===== src/rtl/ram_load_arbiter.sv =====
// Arbitrates the single data-RAM port between the running CPU and a host loader.
// A host load freezes the CPU, drains its last write, streams a burst, then resets the CPU.
module ram_load_arbiter #(
  parameter int unsigned ADDR_W  = 13,
  parameter int unsigned DATA_W  = 32,
  parameter int unsigned RST_CYC = 2
) (
  input  logic              clk,
  input  logic              reset,
  input  logic [ADDR_W-1:0] cpu_addr,
  input  logic [DATA_W-1:0] cpu_wdata,
  input  logic              cpu_wen,
  output logic [DATA_W-1:0] cpu_rdata,
  output logic              cpu_run,
  output logic              cpu_rst_n,
  input  logic              h_start,
  input  logic [ADDR_W-1:0] h_base,
  input  logic [ADDR_W:0]   h_count,
  input  logic              h_valid,
  input  logic [DATA_W-1:0] h_wdata,
  output logic              h_ready,
  output logic              h_busy,
  output logic              h_done,
  output logic [ADDR_W-1:0] ram_addr,
  output logic [DATA_W-1:0] ram_wdata,
  output logic              ram_wen,
  input  logic [DATA_W-1:0] ram_rdata
);

  localparam int unsigned REM_W = ADDR_W + 1;
  localparam int unsigned CNT_W = 4;

  typedef enum logic [1:0] {
    ST_CPU     = 2'd0,
    ST_DRAIN   = 2'd1,
    ST_HOST    = 2'd2,
    ST_RELEASE = 2'd3
  } state_e;

  state_e             state;
  state_e             state_nxt;
  logic [ADDR_W-1:0]  addr_q;
  logic [ADDR_W-1:0]  addr_d;
  logic [REM_W-1:0]   rem_q;
  logic [REM_W-1:0]   rem_d;
  logic [CNT_W-1:0]   rcnt_q;
  logic [CNT_W-1:0]   rcnt_d;
  logic               accept;
  logic               run_d;
  logic               rst_n_d;
  logic               ready_d;
  logic               busy_d;
  logic               done_d;

  assign cpu_rdata = ram_rdata;
  assign accept    = (state == ST_HOST) && h_valid && h_ready;

  // State register
  always_ff @(posedge clk or negedge reset) begin
    if (!reset) begin
      state <= ST_CPU;
    end else begin
      state <= state_nxt;
    end
  end

  // Next-state logic
  always_comb begin
    state_nxt = state;
    case (state)
      ST_CPU: begin
        if (h_start) state_nxt = ST_DRAIN;
      end
      ST_DRAIN: begin
        state_nxt = (rem_q != '0) ? ST_HOST : ST_RELEASE;
      end
      ST_HOST: begin
        if (accept && (rem_q == REM_W'(1))) state_nxt = ST_RELEASE;
      end
      ST_RELEASE: begin
        if (rcnt_q == CNT_W'(RST_CYC - 1)) state_nxt = ST_CPU;
      end
      default: state_nxt = ST_CPU;
    endcase
  end

  // Load address, remaining count and CPU-reset counter
  always_comb begin
    addr_d = addr_q;
    rem_d  = rem_q;
    rcnt_d = '0;
    if ((state == ST_CPU) && h_start) begin
      addr_d = h_base;
      rem_d  = h_count;
    end else if (accept) begin
      addr_d = addr_q + ADDR_W'(1);
      rem_d  = rem_q - REM_W'(1);
    end
    if (state == ST_RELEASE) rcnt_d = rcnt_q + CNT_W'(1);
  end

  always_ff @(posedge clk or negedge reset) begin
    if (!reset) begin
      addr_q <= '0;
      rem_q  <= '0;
      rcnt_q <= '0;
    end else begin
      addr_q <= addr_d;
      rem_q  <= rem_d;
      rcnt_q <= rcnt_d;
    end
  end

  // Output logic: RAM port mux plus next values of the registered controls
  always_comb begin
    ram_addr  = cpu_addr;
    ram_wdata = cpu_wdata;
    ram_wen   = cpu_wen;
    case (state)
      ST_HOST: begin
        ram_addr  = addr_q;
        ram_wdata = h_wdata;
        ram_wen   = h_valid & h_ready;
      end
      ST_RELEASE: begin
        ram_addr  = addr_q;
        ram_wdata = h_wdata;
        ram_wen   = 1'b0;
      end
      default: ;
    endcase
    run_d   = (state_nxt == ST_CPU);
    rst_n_d = (state_nxt != ST_RELEASE);
    ready_d = (state_nxt == ST_HOST);
    busy_d  = (state_nxt != ST_CPU);
    done_d  = (state_nxt == ST_RELEASE) && (state != ST_RELEASE);
  end

  // Registered control outputs; reset holds the CPU stopped and in reset
  always_ff @(posedge clk or negedge reset) begin
    if (!reset) begin
      cpu_run   <= 1'b0;
      cpu_rst_n <= 1'b0;
      h_ready   <= 1'b0;
      h_busy    <= 1'b0;
      h_done    <= 1'b0;
    end else begin
      cpu_run   <= run_d;
      cpu_rst_n <= rst_n_d;
      h_ready   <= ready_d;
      h_busy    <= busy_d;
      h_done    <= done_d;
    end
  end

endmodule


===== config.mk =====
export PLATFORM = sky130hd
export DESIGN_NAME = ram_load_arbiter
export DESIGN_NICKNAME = d
export VERILOG_FILES = /design/src/rtl/ram_load_arbiter.sv
export SDC_FILE = /design/constraint.sdc
export NUM_CORES = 1
export LEC_CHECK = 0
export ABC_AREA = 1
export CORE_AREA = 2 2 103 105
export DETAILED_ROUTE_END_ITERATION = 8
export DIE_AREA = 0 0 105 107
export GPL_TIMING_DRIVEN = 1
export PLACE_DENSITY = 0.76
export SYNTH_ARGS = -nofsm -noshare
export SYNTH_HDL_FRONTEND = slang
export SYNTH_SLANG_ARGS = --single-unit

===== constraint.sdc =====
create_clock -name clk -period 1.4 [get_ports clk]
set_input_delay 0.28 -clock clk [delete_from_list [all_inputs] [get_ports clk]]
set_output_delay 0.28 -clock clk [all_outputs]
set_load 0.02 [all_outputs]

# [Word-level counts from Yosys, hierarchy flattened]
# Cells that the tools add are included.
[op_classes] addsub=3 mul=0 div_mod_pow=0 order_cmp=0 eq_ne=9 shifts=0 muxes=13 n_bitwise=1 reduce_logical=11
[op_table] cell="two-way mux 13 bit" count=3
[op_table] cell="two-way mux 32 bit" count=1
[op_table] cell="two-way mux 14 bit" count=2
[op_table] cell="equality test 14 x 1 -> 1 bit, second input constant" count=1
[op_table] cell="nonzero test 14 bit" count=1
[op_table] cell="subtractor 14 x 1 -> 14 bit, second input constant" count=1
[op_table] cell="adder 13 x 1 -> 13 bit, second input constant" count=1
[op_table] cell="equality test 2 bit, second input constant" count=4
[op_table] cell="case mux 2 bit (4 select lines)" count=1
[op_table] cell="two-way mux 2 bit" count=3
[op_table] cell="logical AND 1 bit" count=5
[op_table] cell="adder 4 x 1 -> 4 bit, second input constant" count=1
[op_table] cell="equality test 4 x 1 -> 1 bit, second input constant" count=1
[op_table] cell="logical NOT 2 bit" count=2
[op_table] cell="two-way mux 4 bit" count=1
[op_table] cell="inequality test 2 bit, second input constant" count=2
[op_table] cell="nonzero test 2 bit" count=2
[op_table] cell="equality test 2 x 1 -> 1 bit, second input constant" count=1
[op_table] cell="case mux 1 bit (2 select lines)" count=1
[op_table] cell="OR reduction 2 bit" count=1
[op_table] cell="bitwise AND 1 bit" count=1
[op_table] cell="two-way mux 1 bit" count=1
[totals] reg_bits=38 latch_bits=0 ram_bits=0 romBits=0 inputBits=141 output_inout_bits=83 word_cells=46 mem_count=0

# [Longest topological paths before layout]
[depth] depth_word=8 mapped_depth=9

# [Least setup slack after synthesis]
# No wires, ideal clock.
[synth_path] path_kind="flip-flop to output port" start="register state[1]" end="output port ram_addr[10]" arrival_ns=1.264 path_slack_ns=-0.144 stages_incl_launch_ff=5 n_path_buf=2 cell_sequence="dfrtp_1 inv_2 buf_2 buf_2 o21ai_0"
[synth_between] elab_chain_cells=3
[synth_lines] item="start, declared" line_no="40" text="state_e state;"
[synth_lines] item="start signal, assigned" line_no="63" text="state <= state_nxt;"
[synth_lines] item="equality test 2 bit" line_no="119" text="case (state)"
[synth_lines] item="OR reduction 2 bit (no line) *"
[synth_lines] item="two-way mux 13 bit *" line_no="119"
[synth_lines] item="end, declared" line_no="24" text="output logic [ADDR_W-1:0] ram_addr,"
# Every way passes the cells marked *; elsewhere a longest branch is shown, timed or not.

# [Worst setup path in the final report]
[layout_path] start="register state[1]" end="register addr_q[8]"
[layout_between] elab_chain_cells=4
[layout_lines] item="equality test 2 bit" line_no="56" text="assign accept = (state == ST_HOST) && h_valid && h_ready;"
[layout_lines] item="logical AND 1 bit (2 in series)" line_no="56"
[layout_lines] item="nonzero test 2 bit (no line)"
[layout_lines] item="end signal, assigned" line_no="108" text="addr_q <= addr_d;"
[layout_lines] item="end, declared" line_no="42" text="logic [ADDR_W-1:0] addr_q;"
# Parallel ways exist; a longest one is shown, timed or not.
# A chain may end at the register's enable or synchronous reset.

==> impl_metrics.ini <==
[clock_tree]
clk_pin_slew_ps = 80
clockBufferDepth = 2
cts_tree = yes
root_buffer = clkbuf_8
cts_sinks = 38
cts_max_level = 2
clock_latency_ps = 290
cts_buffers = 5

[drt]
vias_per_cell = 4.90
route.detailed.wl_per_inst_um = 17.0
dr.pass1.iters = 5
ant_nets = 0
drt_first_iter_violations = 229
drc = 0
routed_wl_mm = 14.1
vias = 4076

[yosys]
synth_cell_types = 32
ys_top_cells_by_area = dfrtp_1, nand2_1, buf_4
ys_seq_elements = 38
synthTopCellsByCount = nand2_1, inv_1, dfrtp_1
synth_top_area_frac = 0.301
synthMuxAreaShare = 0
syn_area_per_cell_um2 = 6.29
syn_nets = 649
syn_area_mm2 = 0.00316
synthCells = 502
seq_area_frac_synth = 0.301
async_flop_share = 1.00
synth_ff_type = dfrtp_1
synth-simple-area-share = 0.395
synth_fa_ha_area_frac = 0.0238
synth_most_common_cell = nand2_1
synth_compound_area_frac = 0.0951
yosys_warnings = 0
synth-xor-area-share = 0.0139
synth_area_leader_cell = dfrtp_1
synth_edf_count = 0
synth_top_family_by_area = simple AND/OR/NAND/NOR gates

[power_and_ir_drop]
clkPwrFrac = 0.089
p_per_area_mw_per_mm2 = 1490
switchingPower_mw = 4.12
ir_worst_vdd_uv = 936
power_frac_seq = 0.197
power.total_mw = 9.12
internal_power_mw = 5.00
combinationalPowerShare = 0.714
leakagePower_nw = 3.03
swShare = 0.452

[die]
row_count = 37
design.die.area_mm2 = 0.0112
die_w_um = 105
core_mm2 = 0.0101
start_util = 0.313
die_h_um = 107
io-pin-count = 224

[global_route]
grt_use_total = 0.239
grt-ovfl-total = 0
grt_pass1_vias = 4142
grt_first_pass_wirelength_mm = 21.3
antenna_found_initial = 0
grt_max_degree = 39

[placed_design]
io_buffers = 159
dpl_cell_area_mm2 = 0.00502
gp_congestion = 0.903
dp_hpwl_mm = 9.63
placedCellCount = 798

[sta]
setup_slack_ps = -281
max_freq_ghz = 0.595
worst_pin_slew_ps = 281
rsz0062_at_grt = true
whs_ps = 477
slew_headroom = 0.812
final_max_slew_viol_count = 0
hold_viol_final = 0
final.setup_skew_ps = 3.55
min_period_ps = 1680
finalSetupViolCount = 80
fin_crit_sh = 1.20

[setup_path]
setup.worst_path.start_class = flop
path_max_fanout = 6
crit_path_end_kind = flop
required_ps = 1580
path_class = flop to flop
arrival_ps = 1860

[status]
status = finished with violations
violations = negative setup slack

[run]
maxCapViolations = 0

[cells_and_area]
finalNetCount = 841
final_util = 0.606
design_area_mm2 = 0.00612
final_cells = 831
area_growth_syn_to_layout_pct = 93.7
drive_above_1_share = 0.348
diodes = 0

[worst_hold_path]
worstHoldPathType = input pin to async pin
## registers in the layout, summed over array words and instances, names as in the netlist
register and count:
h_busy 1, addr_q 13, h_done 1, rcnt_q 4, cpu_rst_n 1, h_ready 1, state 2, rem_q 14
cpu_run 1
## path summary, 6_finish.rpt
kind                                      from               endpoint  slack [ps]  cells past startpoint
min in group clk           rcnt_q[0]$_DFF_PN0_    rcnt_q[0]$_DFF_PN0_         500                      1
hold / removal                           reset  rem_q[13]$_DFFE_PN0P_         480                      3
setup / recovery            state[1]$_DFF_PN0_  addr_q[8]$_DFFE_PN0P_        -280                      9
setup reg to reg            state[1]$_DFF_PN0_  addr_q[8]$_DFFE_PN0P_        -280                      9
hold reg to reg            rcnt_q[0]$_DFF_PN0_    rcnt_q[0]$_DFF_PN0_         500                      1
max in group asynchronous                reset  addr_q[2]$_DFFE_PN0P_         720                      3
## routing by layer
metal,routed length [um],GRT usage,up-vias
met5,0,0,-
met4,357,0.0600,0
met3,1100,0.0644,32
met2,7310,0.454,201
met1,5360,0.263,1915
li1,-,-,1928
## cell families after synthesis
kind of cell / count (synthesis)
AOI/OAI and AO/OA: 56
DFF: 38
adders and majority gates: 6
xor gates and xnor gates: 5
buffers and inverters: 98
and+or+nand+nor: 299
## power groups by stage
stage               logic [mW]  registers [mW]  clock network (mW)
finish                    6.51            1.80               0.814
floorplan                 2.72            1.84                   0
global route              7.02            1.85               0.874
global placement          5.02            1.77                   0
CTS                       6.06            1.77               0.815
detailed placement        5.11            1.79                   0
## stage by stage
step           TNS [ps]  setup WS, ps
2_1_floorplan     -2040         -60.1
6_report         -16010          -281
5_1_grt          -21730          -353
4_1_cts          -16220          -266
3_3_place_gp     -23710          -488
3_5_place_dp     -23720          -473
## layout by cell type, fill, tap and decap left out, types with 10 or more instances in the layout
cell               n
nand3_1           28
o21ai_1           10
dfrtp_1           38
o21ai_2           16
clkdlybuf4s50_1  107
nand2_1          158
inv_1             40
buf_6             45
nor2_1            31
nand2_2           34
buf_4             52
nand2_4           17
## worst max-delay path, cell delays in order (launching register included)
cell     delay, ps
dfrtp_1        410
inv_4           80
buf_12         110
buf_8          110
buf_6          100
nand3_4        180
buf_12         220
or2_4          230
o21ai_2         60
a21oi_1         60
## layout make-up
class | count | area [um^2]
fillers | 883 | 3980
repair buffers | 234 | 2520
multi-input cells | 367 | 2170
flip-flops and latches | 38 | 951
inverters | 47 | 196
well taps | 136 | 170
clock buffers | 7 | 86.3
repair inverters | 1 | 16.3
clock inverters | 1 | 5.00
## repair_timing
action,4_1_cts,5_1_grt
hold endpoints to repair,38,0
gates cloned,10,1
pin swaps,29,22
setup endpoints to repair,78,80
resized for setup,381,62
buffers inserted,12,3
hold buffers,1,0
No activity file was read; power rests on OpenSTA's default activity.
